<file path="src/rtl/fifo_pkg.sv">
// fifo_pkg: shared types for the systolic-array FIFOs (collector state encoding)
package fifo_pkg;
  typedef enum logic {COLLECT, FULL} state_t;
endpackage

</file>
<file path="src/rtl/fifo_collect.sv">
// fifo_collect: serial-to-parallel drain collector assembling DIM elements into a handshaked vector
// Ports: clk/rst_n (async active-low), en/din/in_ready element input, clr sync abort,
//        q/out_valid/RdEn vector output handshake, count elements held, ovf sticky overflow.
module fifo_collect
  import fifo_pkg::*;
#(
  parameter int DIM = 8,
  parameter int BITS = 64,
  localparam int CW = $clog2(DIM + 1)
) (
  input  logic                      clk,
  input  logic                      rst_n,
  input  logic                      en,
  input  logic [BITS-1:0]           din,
  output logic                      in_ready,
  input  logic                      clr,
  output logic [DIM-1:0][BITS-1:0]  q,
  output logic                      out_valid,
  input  logic                      RdEn,
  output logic [CW-1:0]             count,
  output logic                      ovf
);
  state_t                     state_q;
  logic [DIM-1:0][BITS-1:0]   vec_q;
  logic [CW-1:0]              cnt_q;
  logic                       ovf_q;
  logic                       accept;
  logic                       consume;
  assign out_valid = state_q == FULL;
  assign in_ready  = !out_valid || RdEn;
  assign accept    = en && in_ready;
  assign consume   = out_valid && RdEn;
  assign q         = vec_q;
  assign count     = cnt_q;
  assign ovf       = ovf_q;
  always_ff @(posedge clk or negedge rst_n) begin
    if (!rst_n) begin
      state_q <= COLLECT;
      vec_q   <= '0;
      cnt_q   <= '0;
      ovf_q   <= 1'b0;
    end else if (clr) begin
      state_q <= COLLECT;
      vec_q   <= '0;
      cnt_q   <= '0;
      ovf_q   <= 1'b0;
    end else begin
      if (en && !in_ready) ovf_q <= 1'b1;
      if (consume) begin
        // reading the full vector frees the collector, so a same-cycle element starts the next one
        state_q  <= COLLECT;
        vec_q    <= '0;
        vec_q[0] <= accept ? din : '0;
        cnt_q    <= CW'(accept);
      end else if (accept) begin
        for (int i = 0; i < DIM; i++)
          if (cnt_q == CW'(i)) vec_q[i] <= din;
        cnt_q <= cnt_q + CW'(1);
        if (cnt_q == CW'(DIM - 1)) state_q <= FULL;
      end
    end
  end
endmodule
</file>
<file path="config.mk">
export PLATFORM = sky130hd
export DESIGN_NAME = fifo_collect
export DESIGN_NICKNAME = d
export VERILOG_FILES = /design/src/rtl/fifo_pkg.sv /design/src/rtl/fifo_collect.sv
export SDC_FILE = /design/constraint.sdc
export NUM_CORES = 1
export LEC_CHECK = 0
export CELL_PAD_IN_SITES_DETAIL_PLACEMENT = 0
export CELL_PAD_IN_SITES_GLOBAL_PLACEMENT = 1
export CORE_MARGIN = 8
export CORE_UTILIZATION = 41
export DETAILED_ROUTE_END_ITERATION = 10
export GPL_TIMING_DRIVEN = 0
export PLACE_DENSITY = 0.93
export SYNTH_ARGS = -nofsm -noshare
export SYNTH_HDL_FRONTEND = slang
export SYNTH_SLANG_ARGS = --single-unit
</file>
<file path="constraint.sdc">
create_clock -name clk -period 3.4 [get_ports clk]
set_input_delay 0.85 -clock clk [delete_from_list [all_inputs] [get_ports clk]]
set_output_delay 0.85 -clock clk [all_outputs]
set_load 0.01 [all_outputs]
</file>
# == Yosys cells after proc, flatten, opt, wreduce, memory -nomap -nowiden ==
# Index checks and enable logic that the tools add are counted.
# word_totals
ff_bits,518
wordCells,65
out_inout_bits,519
inputBits,69
# op_classes
add_sub_neg,1
n_reduce_logical,25
n_mux,21
n_eq_ne,7
# ops
operator,n
512-bit two-way mux,3
64-bit two-way mux,9
3-bit nonzero test,9
"4-bit by 3-bit == test with 1-bit output, second input constant",4
2-bit AND reduction,8
4-bit two-way mux,3
"4-bit by 2-bit == test with 1-bit output, second input constant",2
1-bit two-way mux,6
"4-bit by 1-bit adder with 4-bit output, second input constant",1
"4-bit by 1-bit == test with 1-bit output, second input constant",1
4-bit logical NOT,1
1-bit logical AND,3
1-bit logical NOT,2
2-bit nonzero test,1
1-bit logical OR,1

# == Depth between registers and ports, before layout ==
# Gate-level depths: netlist of the first run.
# logic_depth
word_depth,6
depth_mapped,8
depth_no_buf,5

# == Worst setup path before layout of the first run ==
# Ideal clock, no wire load.
# synth_timing
kind,in2out
startpoint,in RdEn
endpoint,out in_ready
n_path_buf,3
arrival_ps,1506
path_stages,5
setup_slack_ps,1044
t_required_ps,2550
cell_sequence,nor2b_4 buf_4 inv_2 buf_6 clkbuf_1
# synth_between
elab_chain_cells,1
# synth_rtl
element,line,rtl
"start, declared",fifo_collect.sv:19,"input logic RdEn,"
1-bit logical OR,fifo_collect.sv:30,assign in_ready = !out_valid || RdEn;
"end, declared",fifo_collect.sv:15,"output logic in_ready,"
# No other way between the ends.

# == Final worst setup path of the first run ==
# layout_timing
startpoint,in RdEn
endpoint,"reg vec_q, in the netlist q[264]"
# layout_between
elab_chain_cells,4
elab_cells_between_ends,8
cone_classes,mux (2); reduce/logical (6)
# layout_rtl
element,line,rtl
1-bit logical OR,fifo_collect.sv:30,
1-bit logical AND,fifo_collect.sv:31,assign accept = en && in_ready;
3-bit nonzero test (no source line),--,
2-bit AND reduction (no source line),--,
"end signal, assigned by index",fifo_collect.sv:57,if (cnt_q == CW'(i)) vec_q[i] <= din;
"end, declared",fifo_collect.sv:24,logic [DIM-1:0][BITS-1:0] vec_q;
# Parallel ways exist; a longest one is shown, timed or not.
# A chain may end at the register's enable or synchronous reset.

==> results.yml, run 1 <==
setup_path:
  crit_required_ns: 3.86
  worstSetupEndpointType: "flip-flop"
  crit_start: "RdEn"
  crit_type: "primary input to flip-flop"
  rr_worst_depth: 5
  worstPathMaxFanout: 10
  crit_arrival_ns: 3.74
  rr_startpoint: "out_valid$_DFFE_PN0P_"
  critPathLaunchType: "primary input"
timing:
  worst_slack_ns: 0.116
  layout_min_cycle_time_ns: 3.28
  holdWs_ns: 0.142
  setup_violations: 0
  worstMarginPinSlew_ns: 1.46
  rsz0062_at_grt: "no"
  slew_headroom_pct: 2.50
  hold_viol_final: 0
  slew_violations: 0
  fmax_mhz: 304
  fin_crit_sh_pct: 96.6
  totalNegativeSetupSlack_ns: 0
  fin_skew_ns: 0.0115
route:
  vias_per_cell: 6.34
  first_pass_iters: 7
  via_count: 24200
  detail_route.iter0.violations: 3018
  wire_per_inst_um: 29.7
  wirelength_um: 113000
  ant_nets: 0
  drc: 0
placed_design:
  placed_cell_area_sq_um: 31000
  place_ws_ns: -0.672
  io_buffers: 587
  globalplace.congestion: 0.903
  place_hpwl_um: 82300
  dp_cells: 3717
global_route:
  grt_max_degree: 126
  grt_pass1_vias: 24500
  grt_overflow: 0
  grt_pass1_wl_um: 165000
  grt_antenna_before_repair: 2
  grt.total_usage_pct: 32.6
synthesis:
  synth_cell_types: 30
  synth_seq_area_share_pct: 53.9
  muxShareOfSynthArea_pct: 5.33
  async_flop_share_pct: 100
  syn_area_sq_um: 24000
  syn_nets: 2434
  synth_fa_ha_area_share_pct: 0.208
  synth_edf_count: 0
  yosys.area_share.simple_pct: 11.9
  synth_top_flop_cell: "dfrtp_1"
  synth-seq-cells: 518
  syn_area_per_cell_sq_um: 10.2
  synthXorXnorAreaFrac_pct: 0
  synth_top_family_by_area: "compound AO/OA/AOI/OAI gates"
  synth_compound_area_share_pct: 21.4
  ys.warnings.count: 0
  synthCells: 2361
final_layout:
  final_util_pct: 57.0
  final_cell_count_no_fill: 3820
  final_layout_size_suffix_gt1_share_pct: 6.42
  syn_to_final_growth_pct: 37.1
  final_cell_mix: "585 x clkdlybuf4s50_1, 518 x dfrtp_1, 386 x o31ai_1"
  mostFrequentLayoutCell: "clkdlybuf4s50_1"
  fin_nets: 3084
  design_area_sq_um: 33000
pwr:
  p_leak_nw: 13.2
  pwr_density_cell_nw_per_um2: 445
  ir_worst_vdd_v: 0.000347
  power_mw: 14.7
floorplanning:
  placementRows: 88
  top_level_ports: 588
  core_sq_um: 57800
  die_h_um: 258
  die_w_um: 258
  initial_core_util_pct: 41.6
  dieArea_sq_um: 66600
cts:
  clk_root_buffer_cell: "clkbuf_16"
  path_clk_slew_ns: 0.06
  clk_path_buf_depth: 3
  cts_buffers: 56
  ctsHoldBuffers: 0
  h-tree-depth: 2
  clock-sinks: 518
  cts_tree: "built"
  clock_latency_ns: 0.61
hold_path:
  min_path_type: "primary input to async pin"
job:
  drv_cap: 0
outcome:
  status: "complete, no violations"
[cell usage after synthesis (all sizes together), types with 4 or more instances]
cell type | number | share of area, %
dfrtp | 518 | 54
nor2b | 6 | 0.19
o311ai | 64 | 2.3
inv | 70 | 1.1
nand2b | 4 | 0.10
buf | 143 | 3.3
nand2 | 193 | 3.0
ha | 4 | 0.21
mux2i | 128 | 5.3
nand4 | 321 | 8.4
clkbuf | 184 | 2.9
o31ai | 386 | 12
a21oi | 327 | 6.8
[power by group]
part | switching (mW) | total (mW) | internal, mW
clock | 2.60 | 6.54 | 3.94
sequential | 0.0924 | 6.39 | 6.30
combinational | 1.23 | 1.74 | 0.514
total | 3.92 | 14.7 | 10.8
[cell type report]
class,count,area [sq um]
Fill cell,4905,24800
Sequential cell,518,13000
Multi-Input combinational cell,1446,9330
Timing Repair Buffer,593,6010
Clock buffer,89,1750
Buffer,326,1470
Tap cell,765,957
Inverter,70,263
Clock inverter,11,209
Antenna cell,2,5.00
[cells by family (layout without fill, tap and decap cells)]
group / Yosys count / in the layout
AOI/OAI and AO/OA: 782 / 782
adders and majority gates: 4 / 4
buffers and inverters: 397 / 1089
DFF: 518 / 518
muxes: 128 / 128
other: 0 / 2
and+or+nand+nor: 532 / 532
[layer usage]
layer	wire [um]	track usage, %	vias to the layer above
met5	9	0	-
met4	6810	17.1	2
met3	13400	11.0	330
met2	51900	51.7	1558
met1	41300	39.1	12100
li1	-	-	10300
[sequential cells by signal (all words and copies together), names as in the netlist]
name / flops
ovf: 1
count: 4
out_valid: 1
q: 512
[path summary, 6_finish.rpt]
path,to,slack (ns)
worst max-delay path,q[264]$_DFFE_PN0P_,0.12
worst min-delay path,q[237]$_DFFE_PN0P_,0.14
worst max register to register,q[264]$_DFFE_PN0P_,0.41
worst min register to register,ovf$_DFFE_PN0P_,0.51
max in group asynchronous,q[271]$_DFFE_PN0P_,1.67
min in group clk,ovf$_DFFE_PN0P_,0.51
[what timing repair did]
item / 4_1_cts / 5_1_grt
endpoints found under the setup margin: 1 / 0
gates resized for setup: 1 / 0
setup buffers: 1 / 0
[critical path: stages]
cell,delay (ns)
clkdlybuf4s50_1,0.58
a21o_1,0.14
buf_2,0.32
clkbuf_1,1.11
clkbuf_1,0.61
a21oi_1,0.12
(Power assumes the default switching activity.)
==> run 2: changes to the inputs <==
- PLACE_DENSITY: 0.93 -> unset
- PLACE_DENSITY_LB_ADDON: unset -> 0.1
==> run 2 against run 1 <==
Compared with the run above: first-iteration DRC count down 30%; critical path depth unchanged; sequential share of layout area about the same; clock skew up 0.0088 ns; critical path type is now primary input to output pin; core utilization about the same; highest routed layer is now met4; flip-flop and latch count unchanged; final cell count about the same; total power down 0.18%; register-to-register slack better by 0.24 ns; global-route usage down 0.089 points; clock power about the same; largest power group unchanged.
==> results.yml, run 2 (synthesized netlist as in run 1, its figures left out) <==
outcome:
  status: "complete, no violations"
final_layout:
  final_cell_mix: "585 x clkdlybuf4s50_1, 518 x dfrtp_1, 386 x o31ai_1"
  largest_reg_flops: 512
  final_layout_size_suffix_gt1_share_pct: 6.80
  final_cell_count_no_fill: 3823
  fillers: 5066
  mostFrequentLayoutCell: "clkdlybuf4s50_1"
  fin_nets: 3084
  design_area_sq_um: 33000
  syn_to_final_growth_pct: 37.1
cts:
  cts_tree: "built"
  clock-sinks: 518
  clk_root_buffer_cell: "clkbuf_16"
  path_clk_slew_ns: 0.06
  cts_buffers: 57
  clock_latency_ns: 0.63
  ctsHoldBuffers: 0
  clk_path_buf_depth: 3
  h-tree-depth: 2
floorplanning:
  top_level_ports: 588
  die_w_um: 258
  dieArea_sq_um: 66600
  core_sq_um: 57800
  die_h_um: 258
  initial_core_util_pct: 41.6
  placementRows: 88
setup_path:
  worst-path-buf-inv: 5
  crit_path_max_incr_delay_ns: 0.57
  crit_family: "buffers and inverters"
  crit_slowest_cell: "clkdlybuf4s50_1"
  crit_type: "primary input to output pin"
  crit_arrival_ns: 2.31
  worstSetupEndpointType: "output pin"
  rr_startpoint: "count[2]$_DFFE_PN0P_"
  critPathLaunchType: "primary input"
  rr_worst_depth: 6
  worstReg2RegEnd: "q[288]$_DFFE_PN0P_"
  crit_required_ns: 2.55
  worstPathMaxFanout: 19
  crit_chain: "clkdlybuf4s50_1 -> nor2b_4 -> buf_4 -> inv_2 -> buf_6 -> dlygate4sd2_1"
  r2r_slack_ns: 0.65
timing:
  worstMarginPinSlew_ns: 1.49
  slew_violations: 0
  fin_skew_ns: 0.0203
  fmax_mhz: 317
  totalNegativeSetupSlack_ns: 0
  slew_headroom_pct: 0.913
  setup_violations: 0
  worst_slack_ns: 0.242
  holdWs_ns: 0.306
  rsz0062_at_grt: "no"
  hold_viol_final: 0
  fin_crit_sh_pct: 92.9
  layout_min_cycle_time_ns: 3.16
placed_design:
  dp_cells: 3717
  globalplace.congestion: 0.889
  io_buffers: 587
  place_hpwl_um: 81900
  place_ws_ns: -0.507
  placed_cell_area_sq_um: 31000
route:
  ant_nets: 0
  wire_per_inst_um: 29.6
  via_count: 23900
  vias_per_cell: 6.26
  detail_route.iter0.violations: 2119
  wirelength_um: 113000
  drc: 0
  first_pass_iters: 5
pwr:
  pwr_density_cell_nw_per_um2: 444
  ir_worst_vdd_v: 0.000403
  p_leak_nw: 13.3
global_route:
  grt_antenna_before_repair: 1
  grt_pass1_wl_um: 164000
  grt_overflow: 0
  grt_max_degree: 117
  grt.total_usage_pct: 32.5
  grt_pass1_vias: 24000
job:
  drv_cap: 0
hold_path:
  min_path_type: "primary input to async pin"
[run 2: changes by cell type in the layout (fill, tap and decap cells not counted), sizes merged]
cell / before / now
bufinv: 6 / 2
inv: 70 / 71
clkinv: 5 / 15
clkbuf: 272 / 270
diode: 2 / 1
buf: 150 / 149
[run 2: worst max path at each step]
stage / start / end / slack, ns / cells past startpoint
finish: RdEn / in_ready / 0.24 / 6
global route: RdEn / in_ready / 0.21 / 6
CTS: RdEn / in_ready / 0.25 / 6
detailed placement: RdEn / in_ready / -0.51 / 7
global placement: rst_n / q[217]$_DFFE_PN0P_ / -21.84 / 1
floorplan: RdEn / in_ready / 1.04 / 5
[run 2: per-stage QoR]
step	power, mW	utilization (%)
2_1_floorplan	7.15	-
3_3_place_gp	8.18	53.4
3_5_place_dp	8.21	53.6
4_1_cts	14.7	57.0
5_1_grt	15.0	57.0
6_report	14.6	57.0
[run 2: cell type report]
class	instances	area, sq um	area share [%]
multi-input combinational	1446	9330	28.3
antenna	1	2.50	0.00759
clock buffer	87	1830	5.56
tap	765	957	2.90
timing repair buffer	592	6000	18.2
inverter	70	263	0.797
buffer	326	1470	4.46
clock inverter	18	144	0.437
sequential	518	13000	39.3
[run 2: what timing repair did]
action / CTS / global route
gates resized for setup: 1 / 0
setup endpoints to repair: 1 / 0
buffers inserted: 1 / 0
[run 2: power breakdown]
part | switching (mW) | internal, mW | total (mW)
clock | 2.69 | 3.84 | 6.52
sequential | 0.0947 | 6.30 | 6.39
combinational | 1.22 | 0.514 | 1.73
total | 4.00 | 10.6 | 14.6
[run 2: metal layers]
| metal | global-route usage [%] | routed length, um |
|---|---|---|
| met4 | 16.2 | 6240 |
| met2 | 52.7 | 53200 |
| met5 | 0 | 0 |
| met3 | 8.92 | 11100 |
| met1 | 39.7 | 42600 |
==> RTL edit 1 (config.mk and constraints of run 1) <==
`DIM`: 8 -> 4.
--- a/src/rtl/fifo_collect.sv
+++ b/src/rtl/fifo_collect.sv
@@ -4,7 +4,7 @@
 module fifo_collect
   import fifo_pkg::*;
 #(
-  parameter int DIM = 8,
+  parameter int DIM = 4,
   parameter int BITS = 64,
   localparam int CW = $clog2(DIM + 1)
 ) (
Ports: changed (resized count and q); port bits go from 588 to 331. The function was not compared with the original's and may differ.
==> RTL edit 1 against run 1 <==
Routed wire length fell by 69%. Total power down 47%. Synthesized area down 53%. Largest power group is now sequential cells. Clock power shrank 52%. Worst setup slack improved by 0.12 ns. Final area is 51% lower. Clock skew increased by 0.0035 ns. Sequential cell count down 257.
==> RTL edit 1: results (changes against run 1) <==
Synth
The portion of the post-synthesis area used by sequential elements is 0.5732 (+0.03392). The number of distinct library cell variants in the gate-level netlist after synthesis is 29 (-3.3%). After synthesis, the cell types taking the most area are dfrtp_1 (57%), mux2_2 (8.1%), mux2i_1 (7.9%).

Power
The net load switching power is 1.930 mW (-51%). The leakage dissipation is 7.427 nW (-44%). The worst IR drop on VDD is 0.0003319 V (-4.4%).

Timing
The slew of the pin with the lowest slew margin is 0.6415 ns (-0.8209 ns).

Clocking
The total clock buffers created by CTS is 29 (-48%). The clock latency reported for the late side of the worst-skew pair is 0.54 ns (-0.07 ns). The post-CTS setup repair buffer count is 0 (-1).

The H-tree depth reported by CTS is 1 (-1).

Status
The run finished with clean final reports.

Detailed routing
The number of vias per cell after detailed routing is 5.011 (-21%). The first-pass detailed-route iteration total is 4 (-3). The length of routed met2 wiring is 17.04 mm (-67%). The routed wire length is 35.63 mm (-69%). The total via count after detailed routing was 8473 (-65%). The met3 wire length is 2.873 mm (-79%). The DRC marker count from the first detailed-route iteration was 524 (-83%).

GRT
The global routing met2 resource utilization is 0.3517 (-0.1655). The global-route usage over all layers came to 0.2107 (-0.1151). The maximum number of pins on one net before global-route repair was 120 (-4.8%). The met3 routing resource usage after global routing is 0.06502 (-0.04537).

The met1 track demand over resource in global routing is 0.2577 (-0.1332). The global-route wire length before repair is 55.37 mm (-66%).

Critical path
The worst endpoint data arrival time was 2.31 ns (-1.43 ns). The cell type of the slowest stage on the worst timing path is clkdlybuf4s50_1. In this run the worst setup path terminates at in_ready. The count of cells along the worst register-to-register path is 7 (+2).

Finish
The number of flip-flops in the largest register is 256 (-50%). The number of antenna diodes is 0 (-2). The net count reported at finish is 1367 (-56%).

Placed design
The detailed-placement wirelength estimate is 26.28 mm (-68%). The total placed cells including tap cells is 1641 (-56%).
-- RTL edit 1: cell count changes in the layout (fill, tap and decap cells not counted), moves of 64 or more --
cell,run 1,this run
clkdlybuf4s50_1,585,327
clkbuf_1,193,28
a21oi_1,327,28
dfrtp_1,518,261
nor3b_1,0,64
inv_1,69,5
o31ai_1,386,0
mux2_2,0,82
nand4_1,320,0
o311ai_0,64,0
-- RTL edit 1: cell type report --
class	count	area, µm²
Clock buffer	44	892.1
Multi-Input combinational cell	591	4399
Inverter	5	18.77
Tap cell	378	473.0
Timing Repair Buffer	331	3352
Clock inverter	7	87.58
Sequential cell	261	6531
Buffer	74	439.2
Fill cell	2280	11360
-- RTL edit 1: power groups by stage --
stage                     sequential [mW]  clock (mW)  combinational [mW]
after floorplan                      3.56           0               0.425
after global placement               3.47           0                1.26
after detailed placement             3.47           0                1.28
after CTS                            3.42        3.23                1.28
after global routing                 3.44        3.36                1.35
final                                3.42        3.17                1.26
-- RTL edit 1: logic make-up (layout without fill, tap and decap cells) --
logic type,count (synthesis),count (layout),share of synthesized area
flip-flops,261,261,0.5732
AND/OR/NAND/NOR,293,293,0.1319
multiplexers,232,232,0.2194
buffers and inverters,80,461,0.04063
AO/OA/AOI/OAI,61,61,0.02932
adder cells (fa/ha/maj),5,5,0.005491
-- RTL edit 1: stage by stage --
step	worst slack [ns]	instance area, µm²	util	hold slack, ns
after global placement	-9.964	15160	0.5502	0.4721
after global routing	0.07466	16190	0.5877	0.1887
after floorplan	1.098	11390	-	0.5264
final	0.2386	16190	0.5877	0.1912
after CTS	0.2124	16190	0.5877	0.1821
after detailed placement	-0.2335	15220	0.5524	0.4808
==> RTL edit 2 (settings of run 1) <==
Without the edit above. Register the output `count` once more, cleared by the reset; this adds one clock of latency there. The other outputs are not delayed to match.
--- a/src/rtl/fifo_collect.sv
+++ b/src/rtl/fifo_collect.sv
@@ -31,7 +31,13 @@
   assign accept    = en && in_ready;
   assign consume   = out_valid && RdEn;
   assign q         = vec_q;
-  assign count     = cnt_q;
+  always_ff @(posedge clk or negedge rst_n) begin
+    if (!rst_n) begin
+      count <= '0;
+    end else begin
+      count <= cnt_q;
+    end
+  end
   assign ovf       = ovf_q;
   always_ff @(posedge clk or negedge rst_n) begin
     if (!rst_n) begin
Check against the original RTL: not settled (the Yosys comparison gave no result); the edit may change what the design does.
==> RTL edit 2 against run 1 <==
The flow now finishes with violations (max-capacitance violations, max-slew violations). Sequential cell count rose by 4. Via count rose by 12%. Core utilization fell by 1.9 points. Synthesized cell count rose by 8.2%. Routed wire length rose by 13%. First-iteration DRC count rose by 35%. Count of clock-buffer cells in the layout fell by 3. Synthesized area rose by 4.6%. Total power fell by 1.3%. Final area rose by 1.1%. Fmax rose by 2.6%. Worst setup slack improved by 0.084 ns. Sequential power rose by 0.9%. Largest cell class unchanged.
==> RTL edit 2: results (changes against run 1) <==
Status
The run finished, with violations left. The final reports fail on max-capacitance violations, max-slew violations.

Timing
The worst clock skew is 0.01638 ns (+0.004899 ns). The count of pins over their slew limit is 11 (+11). The final hold slack is 0.2590 ns (+0.1168 ns).

Placed design
The quantity of I/O buffers inserted on ports was 522 (-11%). The global placement routability congestion is 0.9677 (+7.2%).

Synth
The adder-cell share of the synthesized area came to 0.001991 (-0.00009112). The cell count after synthesis is 2555 (+8.2%). The commonest cells after synthesis are dfrtp_1 (522), o31ai_1 (504), a21oi_1 (453).

The net count after synthesis is 2628 (+8.0%). The multiplexer share of the synthesized area is 0.0003982 (-0.05291). After synthesis, the cell types taking the most area are dfrtp_1 (52%), o31ai_1 (15%), nand4_1 (11%).

Run
The reported max-cap violation count is 1 (+1).

Power
The net load switching power is 4.023 mW (+2.6%). The clock power share is 0.436 (-0.010). The worst IR drop on VDD is 0.0003619 V (+4.2%).

GRT
The global-route wire length before repair is 183.8 mm (+11%). The global-route usage over all layers is 0.3500 (+0.02421). The number of antenna violations at the first check in global routing came to 7 (+5).

Finish
The net count reported at finish was 3212 (+4.2%). The number of fill cells is 5259 (+7.2%).

Detailed routing
The first-pass detailed-route iteration total is 6 (-1). The routed wirelength normalized by instance count is 32.21 µm (+8.4%). The routed wire length was 127.8 mm (+13%).

Critical path
The count of cells along the worst register-to-register path is 7 (+2). The endpoint identified for the worst register-to-register timing path is q[336]. The worst endpoint data arrival time is 2.35 ns (-1.39 ns).
[RTL edit 2: how the worst max path moves through the flow]
stage	start	endpoint	slack, ns	cells past startpoint
floorplan	RdEn	in_ready	1.20	4
global placement	rst_n	q[282]	-21.16	1
detailed placement	RdEn	in_ready	-0.41	6
CTS	RdEn	in_ready	0.02	5
global route	out_valid	in_ready	0.16	5
finish	out_valid	in_ready	0.20	5
[RTL edit 2: logic make-up (layout without fill, tap and decap cells)]
group                      count (synthesis)  count (layout)
adders and majority gates                  4               4
muxes                                      1               1
AOI/OAI and AO/OA                       1037            1037
buffers and inverters                    522            1147
DFF                                      522             522
and+or+nand+nor                          469             469
other                                      0               6
[RTL edit 2: metal layers]
| layer | track usage | wire, µm | share of wire |
|---|---|---|---|
| met1 | 0.4189 | 44850 | 0.35 |
| met2 | 0.5353 | 56660 | 0.44 |
| met3 | 0.1183 | 16520 | 0.13 |
| met4 | 0.2278 | 9757 | 0.076 |
| met5 | 0 | 21 | 0.00016 |
[RTL edit 2: area by class of cell]
type,instances,area (µm²),share of cell area
Sequential cell,522,13060,0.3919
Multi-Input combinational cell,1511,9796,0.2939
Timing Repair Buffer,527,5350,0.1605
Buffer,452,2017,0.06051
Clock buffer,86,1675,0.05027
Tap cell,782,978.4,0.02936
Inverter,69,264.0,0.007921
Clock inverter,13,171.4,0.005143
Antenna cell,6,15.01,0.0004505
[RTL edit 2: critical path: stages, from the launching register on]
cell	delay (ns)
dfrtp_1	0.42
buf_4	0.20
nor2b_4	0.15
buf_6	0.15
inv_6	0.18
clkdlybuf4s50_1	0.63
[RTL edit 2: repair_timing]
item / 4_1_cts / 5_1_grt
gates resized for setup: 1 / 1
buffers inserted: 1 / 0
endpoints found under the setup margin: 1 / 1
